[src/rtl/sample_source_pkg.sv]
// sample_source_pkg
// Shared definitions for the burst sample source: default burst length,
// default buffer depth and the state encodings of the ADC-side and
// output-side state machines.
package sample_source_pkg;

    localparam int DEF_NUM_SAMPLES = 1024;  // samples acquired per burst
    localparam int DEF_FIFO_DEPTH  = 4;     // internal buffer depth (power of two)

    // ADC-side handshake: soc out, eoc in.
    typedef enum logic [1:0] {
        A_IDLE  = 2'd0,
        A_SOC   = 2'd1,
        A_WAIT0 = 2'd2,
        A_WAIT1 = 2'd3
    } adc_state_t;

    // Consumer-side handshake: dav_ out (active-low), rfd in.
    typedef enum logic [1:0] {
        O_IDLE  = 2'd0,
        O_WAIT0 = 2'd1,
        O_WAIT1 = 2'd2
    } out_state_t;

endpackage

[src/rtl/sample_fifo.sv]
// sample_fifo
// Small synchronous FIFO between the ADC side and the output side.
// The read data is registered: a pop loads the head entry into pop_data,
// which then holds until the next pop (or reset), so it can drive the
// downstream byte bus directly.
//
// Ports
//   clock      : single clock, rising edge
//   reset      : synchronous, active-high; empties the FIFO, clears pop_data
//   push       : write push_data this cycle
//   push_data  : data to write
//   pop        : read the head entry into pop_data this cycle
//   pop_data   : registered head entry from the most recent pop
//   full/empty : occupancy flags
module sample_fifo
    import sample_source_pkg::*;
#(
    parameter int DEPTH = DEF_FIFO_DEPTH,
    parameter int WIDTH = 8
) (
    input  logic             clock,
    input  logic             reset,
    input  logic             push,
    input  logic [WIDTH-1:0] push_data,
    input  logic             pop,
    output logic [WIDTH-1:0] pop_data,
    output logic             full,
    output logic             empty
);

    localparam int AW = $clog2(DEPTH);

    logic [WIDTH-1:0] r_mem [DEPTH];
    logic [AW-1:0]    r_wr_ptr;
    logic [AW-1:0]    r_rd_ptr;
    logic [AW:0]      r_count;
    logic [WIDTH-1:0] r_pop_data;

    logic w_do_push;
    logic w_do_pop;

    assign full     = (r_count == (AW+1)'(DEPTH));
    assign empty    = (r_count == '0);
    assign pop_data = r_pop_data;

    // A push while full is still legal when the same cycle pops: the slot
    // being read is freed at the same edge it would be overwritten.
    assign w_do_pop  = pop && !empty;
    assign w_do_push = push && (!full || w_do_pop);

    // Storage carries no reset so it maps onto plain RAM.
    always_ff @(posedge clock) begin
        if (w_do_push) begin
            r_mem[r_wr_ptr] <= push_data;
        end
    end

    // Pointers are exactly AW bits wide, so they wrap modulo DEPTH on their own.
    always_ff @(posedge clock) begin
        if (reset) begin
            r_wr_ptr   <= '0;
            r_rd_ptr   <= '0;
            r_count    <= '0;
            r_pop_data <= '0;
        end else begin
            if (w_do_push) begin
                r_wr_ptr <= r_wr_ptr + AW'(1);
            end
            if (w_do_pop) begin
                r_rd_ptr   <= r_rd_ptr + AW'(1);
                r_pop_data <= r_mem[r_rd_ptr];
            end
            unique case ({w_do_push, w_do_pop})
                2'b10:   r_count <= r_count + (AW+1)'(1);
                2'b01:   r_count <= r_count - (AW+1)'(1);
                default: r_count <= r_count;
            endcase
        end
    end

endmodule

[src/rtl/sample_source.sv]
// sample_source
// Acquires a burst of NUM_SAMPLES bytes from an ADC (soc/eoc handshake) and
// hands them to a downstream consumer (dav_/rfd handshake). The two sides
// run as independent state machines that only meet at the FIFO, so a slow
// consumer back-pressures the ADC by stalling the next conversion start.
//
// Ports
//   clock  : single clock, rising edge
//   reset  : synchronous, active-high; aborts everything, drops buffered data
//   start  : burst request, honoured only when idle and not busy
//   soc    : start-of-conversion to the ADC
//   eoc    : ADC end-of-conversion (0 converting, 1 result valid)
//   x7_x0  : ADC result
//   dav_   : data available, active-low
//   rfd    : consumer ready-for-data
//   d7_d0  : byte offered downstream
//   busy   : burst in progress
module sample_source
    import sample_source_pkg::*;
#(
    parameter int NUM_SAMPLES = DEF_NUM_SAMPLES,
    parameter int FIFO_DEPTH  = DEF_FIFO_DEPTH
) (
    input  logic       clock,
    input  logic       reset,
    input  logic       start,
    output logic       soc,
    input  logic       eoc,
    input  logic [7:0] x7_x0,
    output logic       dav_,
    input  logic       rfd,
    output logic [7:0] d7_d0,
    output logic       busy
);

    localparam int CW = $clog2(NUM_SAMPLES + 1);

    adc_state_t r_adc_state, w_adc_next;
    out_state_t r_out_state, w_out_next;

    logic [CW-1:0] r_count, w_count_next;
    logic          r_soc, w_soc_next;
    logic          r_dav_n, w_dav_n_next;
    logic          r_busy, w_busy_next;
    logic          w_busy_set;

    logic w_push;
    logic w_pop;
    logic w_full;
    logic w_empty;

    sample_fifo #(
        .DEPTH (FIFO_DEPTH),
        .WIDTH (8)
    ) u_fifo (
        .clock     (clock),
        .reset     (reset),
        .push      (w_push),
        .push_data (x7_x0),
        .pop       (w_pop),
        .pop_data  (d7_d0),
        .full      (w_full),
        .empty     (w_empty)
    );

    assign soc  = r_soc;
    assign dav_ = r_dav_n;
    assign busy = r_busy;

    // ADC side: one conversion per pass through A_SOC..A_WAIT1. A new
    // conversion is only started with room in the FIFO, which guarantees
    // the push in A_WAIT1 always has a free slot.
    always_comb begin
        w_adc_next   = r_adc_state;
        w_soc_next   = r_soc;
        w_count_next = r_count;
        w_push       = 1'b0;
        w_busy_set   = 1'b0;
        unique case (r_adc_state)
            A_IDLE: begin
                // busy stays high while the tail of a burst drains, so
                // start is ignored until the last byte has been taken.
                if (start && !r_busy) begin
                    w_count_next = CW'(NUM_SAMPLES);
                    w_busy_set   = 1'b1;
                    w_adc_next   = A_SOC;
                end
            end
            A_SOC: begin
                if (!w_full) begin
                    w_soc_next = 1'b1;
                    w_adc_next = A_WAIT0;
                end
            end
            A_WAIT0: begin
                if (!eoc) begin
                    w_soc_next = 1'b0;
                    w_adc_next = A_WAIT1;
                end
            end
            A_WAIT1: begin
                if (eoc) begin
                    w_push       = 1'b1;
                    w_count_next = r_count - CW'(1);
                    w_adc_next   = (r_count == CW'(1)) ? A_IDLE : A_SOC;
                end
            end
            default: w_adc_next = A_IDLE;
        endcase
    end

    // Output side: pop loads the registered FIFO output, which is the byte
    // bus, so d7_d0 is stable until the next pop, and a pop can only follow
    // a full dav_/rfd round trip.
    always_comb begin
        w_out_next   = r_out_state;
        w_dav_n_next = r_dav_n;
        w_pop        = 1'b0;
        unique case (r_out_state)
            O_IDLE: begin
                if (!w_empty && rfd) begin
                    w_pop        = 1'b1;
                    w_dav_n_next = 1'b0;
                    w_out_next   = O_WAIT0;
                end
            end
            O_WAIT0: begin
                if (!rfd) begin
                    w_dav_n_next = 1'b1;
                    w_out_next   = O_WAIT1;
                end
            end
            O_WAIT1: begin
                if (rfd) begin
                    w_out_next = O_IDLE;
                end
            end
            default: w_out_next = O_IDLE;
        endcase
    end

    // The burst is over when the final handshake closes with nothing left
    // in the FIFO and the ADC side already back in A_IDLE.
    always_comb begin
        w_busy_next = r_busy;
        if (r_out_state == O_WAIT1 && rfd && w_empty && r_adc_state == A_IDLE) begin
            w_busy_next = 1'b0;
        end
        if (w_busy_set) begin
            w_busy_next = 1'b1;
        end
    end

    always_ff @(posedge clock) begin
        if (reset) begin
            r_adc_state <= A_IDLE;
            r_out_state <= O_IDLE;
            r_count     <= '0;
            r_soc       <= 1'b0;
            r_dav_n     <= 1'b1;
            r_busy      <= 1'b0;
        end else begin
            r_adc_state <= w_adc_next;
            r_out_state <= w_out_next;
            r_count     <= w_count_next;
            r_soc       <= w_soc_next;
            r_dav_n     <= w_dav_n_next;
            r_busy      <= w_busy_next;
        end
    end

endmodule
[config.mk]
export PLATFORM = sky130hd
export DESIGN_NAME = sample_source
export DESIGN_NICKNAME = d
export VERILOG_FILES = /design/src/rtl/sample_source_pkg.sv /design/src/rtl/sample_fifo.sv /design/src/rtl/sample_source.sv
export SDC_FILE = /design/constraint.sdc
export NUM_CORES = 1
export LEC_CHECK = 0
export BUFFER_PORTS_ARGS = -buffer_cell sky130_fd_sc_hd__clkbuf_2
export CAP_MARGIN = 20
export CORE_MARGIN = 4
export CORE_UTILIZATION = 35
export DETAILED_ROUTE_END_ITERATION = 8
export HOLD_SLACK_MARGIN = 0.12
export PLACE_DENSITY = 0.52
export SLEW_MARGIN = 10
export SYNTH_ARGS = -nofsm -noshare
export SYNTH_HDL_FRONTEND = slang
export SYNTH_SLANG_ARGS = --single-unit
[constraint.sdc]
create_clock -name clock -period 2.9 [get_ports clock]
set_input_delay 0.435 -clock clock [delete_from_list [all_inputs] [get_ports clock]]
set_output_delay 0.435 -clock clock [all_outputs]
set_load 0.05 [all_outputs]
# Word-level counts from Yosys, hierarchy flattened
# Memory sizes are Yosys's and may differ from the RTL's. A register that Yosys moved wholly into a read port is not among the register bits.
# Cells that the tools add are included.
[classes]
muxes = 30
n_bitwise = 0
n_eq_ne = 16
n_lt_le_gt_ge = 0
add_sub_neg = 5
n_mul = 0
div_mod_pow = 0
n_shift = 0
reduce_logical = 24
[ops]
columns = ["op", "count"]
rows = [
  ["11-bit 2-to-1 mux", 2],
  ["11-bit one-hot mux with 2 select lines", 1],
  ["1-bit 2-to-1 mux", 15],
  ["2-bit 2-to-1 mux", 7],
  ["2-bit != test, second input constant", 7],
  ["3-bit AND reduction", 4],
  ["11-bit by 1-bit == test with 1-bit output, second input constant", 1],
  ["11-bit by 1-bit subtractor with 11-bit output, second input constant", 1],
  ["2-bit nonzero test", 5],
  ["2-bit == test, second input constant", 4],
  ["2-bit one-hot mux with 4 select lines", 1],
  ["1-bit logical AND", 7],
  ["2-bit by 1-bit == test with 1-bit output, second input constant", 3],
  ["2-bit one-hot mux with 3 select lines", 1],
  ["3-bit one-hot mux with 2 select lines", 1],
  ["2-bit by 1-bit adder with 2-bit output, second input constant", 2],
  ["2-bit logical NOT", 2],
  ["1-bit one-hot mux with 2 select lines", 2],
  ["4-bit AND reduction", 1],
  ["3-bit by 1-bit adder with 3-bit output, second input constant", 1],
  ["3-bit == test, second input constant", 1],
  ["1-bit logical NOT", 3],
  ["3-bit logical NOT", 1],
  ["3-bit by 1-bit subtractor with 3-bit output, second input constant", 1],
  ["1-bit logical OR", 1],
]
[totals]
latch_bits = 0
mem_bits_ro = 0
mem_count = 1
ram_bits = 32
reg_bits = 25
[memory_table]
columns = ["memory", "words", "width", "read_ports", "rd_clocked_by_memory_dff", "wr", "line_no", "rtl"]
rows = [
  ["u_fifo.r_mem", 4, 8, 1, 1, 1, "sample_fifo.sv:33", "logic [WIDTH-1:0] r_mem [DEPTH];"],
]

# Logic depth before layout (Yosys ltp)
[depth]
ltp_word = 10
ltp_mapped = 10

# By module
# Synthesis repeated with hierarchy kept, for this count alone.
[unflattened]
cells_unflattened = 241
area_unflattened_um2 = 2880.3
[modules_own_cells]
columns = ["module", "area_per_inst_um2", "cells_per_inst", "seq_area_each_um2", "instances"]
rows = [
  ["sample_fifo", 1901.8, 127, 1261.2, 1],
  ["sample_source", 978.4, 114, 360.3, 1],
]

# Least setup slack after synthesis
# No wires, ideal clock.
[synth_path]
path_kind = "register to register"
start = "reg u_fifo.r_count[1]"
end = "reg u_fifo.r_count[2]"
stages_incl_launch_ff = 10
path_buffers = 0
arrival_ns = 2.268
setup_ns = 0.070
t_required_ns = 2.830
slack_ns = 0.562
period_less_slack_ns = 2.338
cell_sequence = "dfxtp_1 > or3b_2 > o211a_1 > inv_1 > ha_1 > inv_1 > fa_1 > xor2_1 > or3_1 > a21oi_1"
[synth_via]
elab_chain_len = 10
elab_cells_between_ends = 16
classes_between = "add/sub: 2; eq/ne: 3; mux: 3; reduce/logical: 8"
[synth_rtl]
columns = ["item", "line_no", "rtl"]
rows = [
  ["from (decl)", "sample_fifo.sv:36", "logic [AW:0] r_count;"],
  ["from (signal assigned)", "sample_fifo.sv:74", "2'b10: r_count <= r_count + (AW+1)'(1);"],
  ["from (signal assigned)", "sample_fifo.sv:75", "2'b01: r_count <= r_count - (AW+1)'(1);"],
  ["from (signal assigned)", "sample_fifo.sv:76", "default: r_count <= r_count;"],
  ["3-bit logical NOT", "sample_fifo.sv:43", "assign empty = (r_count == '0);"],
  ["1-bit logical NOT", "sample_fifo.sv:48, sample_source.sv:121", ""],
  ["1-bit logical AND", "sample_source.sv:121", "if (!w_empty && rfd) begin"],
  ["1-bit 2-to-1 mux", "sample_source.sv:121", ""],
  ["1-bit 2-to-1 mux", "sample_source.sv:119", "unique case (r_out_state)"],
  ["1-bit logical AND", "sample_fifo.sv:48", "assign w_do_pop = pop && !empty;"],
  ["1-bit logical OR", "sample_fifo.sv:49", "assign w_do_push = push && (!full || w_do_pop);"],
  ["1-bit logical AND", "sample_fifo.sv:49", ""],
  ["2-bit by 1-bit == test with 1-bit output / 2-bit == test (equally long branches)", "sample_fifo.sv:73", "unique case ({w_do_push, w_do_pop})"],
  ["3-bit one-hot mux with 2 select lines / 2-bit nonzero test (equally long branches)", "-", ""],
]
# Several ways; a longest one is shown, not always the timed one.
# A chain may end at the register's enable or synchronous reset.

# Worst setup path after layout
[layout_path]
start = "reg u_fifo.r_count[2]"
end = "reg u_fifo.r_count[2]"
# The elaborated chain is that of the path after synthesis.

==> results.json <==
{
  "cts_tree": "yes",
  "leakage_nw": 1.17,
  "worstSetupPathType": "reg2reg",
  "max_slew_margin_pct": 55.2,
  "rsz0062_at_grt": "no",
  "nNetsFinal": 294,
  "dr.max_layer_used": "met4",
  "pwr-share-seq_pct": 41.6,
  "synthSimpleGateAreaFrac_pct": 13.3,
  "yosysSeqAreaShare_pct": 56.8,
  "tightest_slew_ps": 663,
  "grt_util_all_layers_pct": 11.5,
  "drv_cap": 0,
  "ir_drop_uv": 333,
  "async_flop_share_pct": 0,
  "grt_pass1_wl_mm": 8.64,
  "htreeDepth": 3,
  "drt-total-wl_mm": 5.15,
  "num-fill-cells": 753,
  "die_x_um": 98.3,
  "setup_viol": 0,
  "p_comb_share_pct": 29.4,
  "timing.fmax_mhz": 399,
  "synth_cell_types": 50,
  "holdBufCountCts": 0,
  "dr_wl_met3_um": 254,
  "critPathRequiredTime_ps": 3180,
  "period_needed_ps": 2510,
  "path_max_fanout": 7,
  "synth_top_area_share_pct": 33.7,
  "wl_met2_mm": 2.30,
  "post_cts_buffers": 0,
  "power_density_nw_per_um2": 854,
  "synthCells": 242,
  "num_io_pins": 24,
  "rows": 32,
  "syn_area_sq_um": 2850,
  "yosysTopAreaCell": "edfxtp_1",
  "mostFrequentLayoutCells": "33 x dfxtp_1, 32 x edfxtp_1, 23 x clkbuf_2",
  "cts.sinks": 65,
  "p_int_mw": 1.83,
  "tns_ps": 0,
  "postCtsResizedCells": 0,
  "cts.path.max_buffers": 2,
  "route.detailed.drc": 0,
  "core_sq_um": 7810,
  "grt_pass1_vias": 1725,
  "hp-class": "in2reg",
  "synth_xor_area_share_pct": 2.15,
  "syn_nets": 267,
  "synth_edf_count": 32,
  "grt_overflow": 0,
  "holdWs_ps": 305,
  "worst_slack_ps": 395,
  "synth-seq-cells": 65,
  "drive_above_1_share_pct": 21.5,
  "post-route-period-util_pct": 86.4,
  "arrival_ps": 2780,
  "p_total_mw": 2.80,
  "drtIter0Drc": 66,
  "place.gp.congestion": 0.712,
  "synthFlopType": "dfxtp_1",
  "syn_area_per_cell_sq_um": 11.8,
  "cts_root_buf": "clkbuf_8",
  "numCtsBuffers": 9,
  "yosys-mux-area-fraction_pct": 8.51,
  "dp_hpwl_mm": 3.55,
  "worstSetupStartpointType": "register",
  "avgViaCountPerCell": 4.89,
  "fp.dieH_um": 98.3,
  "final_common_cell": "dfxtp_1",
  "dieArea_sq_um": 9660,
  "status": "complete, no violations",
  "dp_slack_ps": 374,
  "clk_pin_slew_ps": 80,
  "first_pass_iters": 4,
  "swShare_pct": 34.6,
  "wirelength_met1_mm": 2.49,
  "finClkSkew_ps": 7.99,
  "vias": 1840,
  "synth_compound_area_share_pct": 10.1,
  "finalHoldViolCount": 0,
  "drv_slew": 0,
  "yosys-top-cells-area": "edfxtp_1 34%, dfxtp_1 23%, mux4_2 6.3%, ha_1 4.8%, a21oi_1 3.5%",
  "yosysWarnings": 0,
  "area_delta_synth_final_pct": 14.8,
  "antenna_found_initial": 0,
  "portBuffers": 23,
  "cp-end-kind": "register",
  "ant_nets": 0,
  "grt_max_degree": 27,
  "wl_per_cell_um": 13.7,
  "p_clk_share_pct": 29.0,
  "synth_top_family_by_area": "simple AND/OR/NAND/NOR gates",
  "diodes": 0,
  "synth_fa_ha_area_share_pct": 5.53,
  "start_util_pct": 36.5,
  "clk_latency_ps": 350,
  "p_sw_uw": 968
}
-- flip-flops by register name (all words and copies together) (netlist names), 2 cells and up --
register and cells:
u_fifo.pop_data 8, r_out_state 2, u_fifo.r_count 3, r_adc_state 2, u_fifo.r_mem 32, r_count 11, u_fifo.r_wr_ptr 2, u_fifo.r_rd_ptr 2
-- power by group through the flow --
| stage | registers (mW) | clock network, mW | logic, mW |
|---|---|---|---|
| finish | 1.16 | 0.811 | 0.823 |
| global route | 1.18 | 0.884 | 0.937 |
| CTS | 1.16 | 0.839 | 0.833 |
| detailed placement | 1.19 | 0 | 0.831 |
| global placement | 1.18 | 0 | 0.824 |
| floorplan | 1.23 | 0 | 0.615 |
-- through the flow --
step / std cells / util [%] / area, sq um
floorplan: 242 / - / 2850
global placement: 360 / 39.3 / 3070
global route: 376 / 42.0 / 3280
detailed placement: 360 / 39.3 / 3070
CTS: 376 / 42.0 / 3280
finish: 376 / 42.0 / 3280
-- Yosys cell counts (all sizes together), types with 2 or more instances --
master and count:
nor2 22, nor4bb 2, or4 2, nand3b 2, inv 18, o21ai 8
or3b 2, ha 11, mux2i 4, mux4 8, a311oi 2, nand2b 2
edfxtp 32, xnor2 4, nor4 2, mux2 2, dfxtp 33, a211oi 2
a21oi 20, or3 5, nor2b 2, nor3 2, xor2 3, buf 5
clkbuf 3, and2 4, o211a 2, nand2 17, nand3 4
-- per-layer routing --
metal / global-route usage, % / vias to the layer above
met5: 0 / -
met4: 5.36 / 0
met3: 4.00 / 8
met2: 16.6 / 35
met1: 15.5 / 870
li1: - / 927
-- kinds of logic (layout without fill, tap and decap cells) --
| logic type | count (synthesis) | count (layout) |
|---|---|---|
| xor gates and xnor gates | 7 | 7 |
| AOI/OAI and AO/OA | 45 | 45 |
| buffers and inverters | 26 | 58 |
| adders and majority gates | 12 | 12 |
| DFF | 65 | 65 |
| muxes | 14 | 14 |
| and+or+nand+nor | 73 | 73 |
-- final timing paths --
check	slack, ps	to	cells past startpoint	from
max	390	u_fifo.r_count[2]	9	u_fifo.r_count[2]
min	300	u_fifo.r_mem[2][7]	1	x7_x0[7]
max reg2reg	390	u_fifo.r_count[2]	9	u_fifo.r_count[2]
min reg2reg	460	u_fifo.pop_data[3]	2	u_fifo.pop_data[3]
-- cell type report --
cell class                 instances  area, sq um  area share [%]
clock buffer                       9          124            3.78
timing repair buffer              24          123            3.74
multi-input combinational        151         1130            34.5
inverter                          18         67.6            2.06
sequential                        65         1620            49.5
clock inverter                     7         83.8            2.56
tap                              102          128            3.90
-- critical path: stages, from the launching register on --
cell and delay [ps]:
dfxtp_1 380, or3b_2 470, o211a_1 310, inv_1 90
ha_1 170, inv_1 60, fa_1 370, xor2_1 160
or3_1 300, a21oi_1 130
Power figures use the tool's default switching activity.
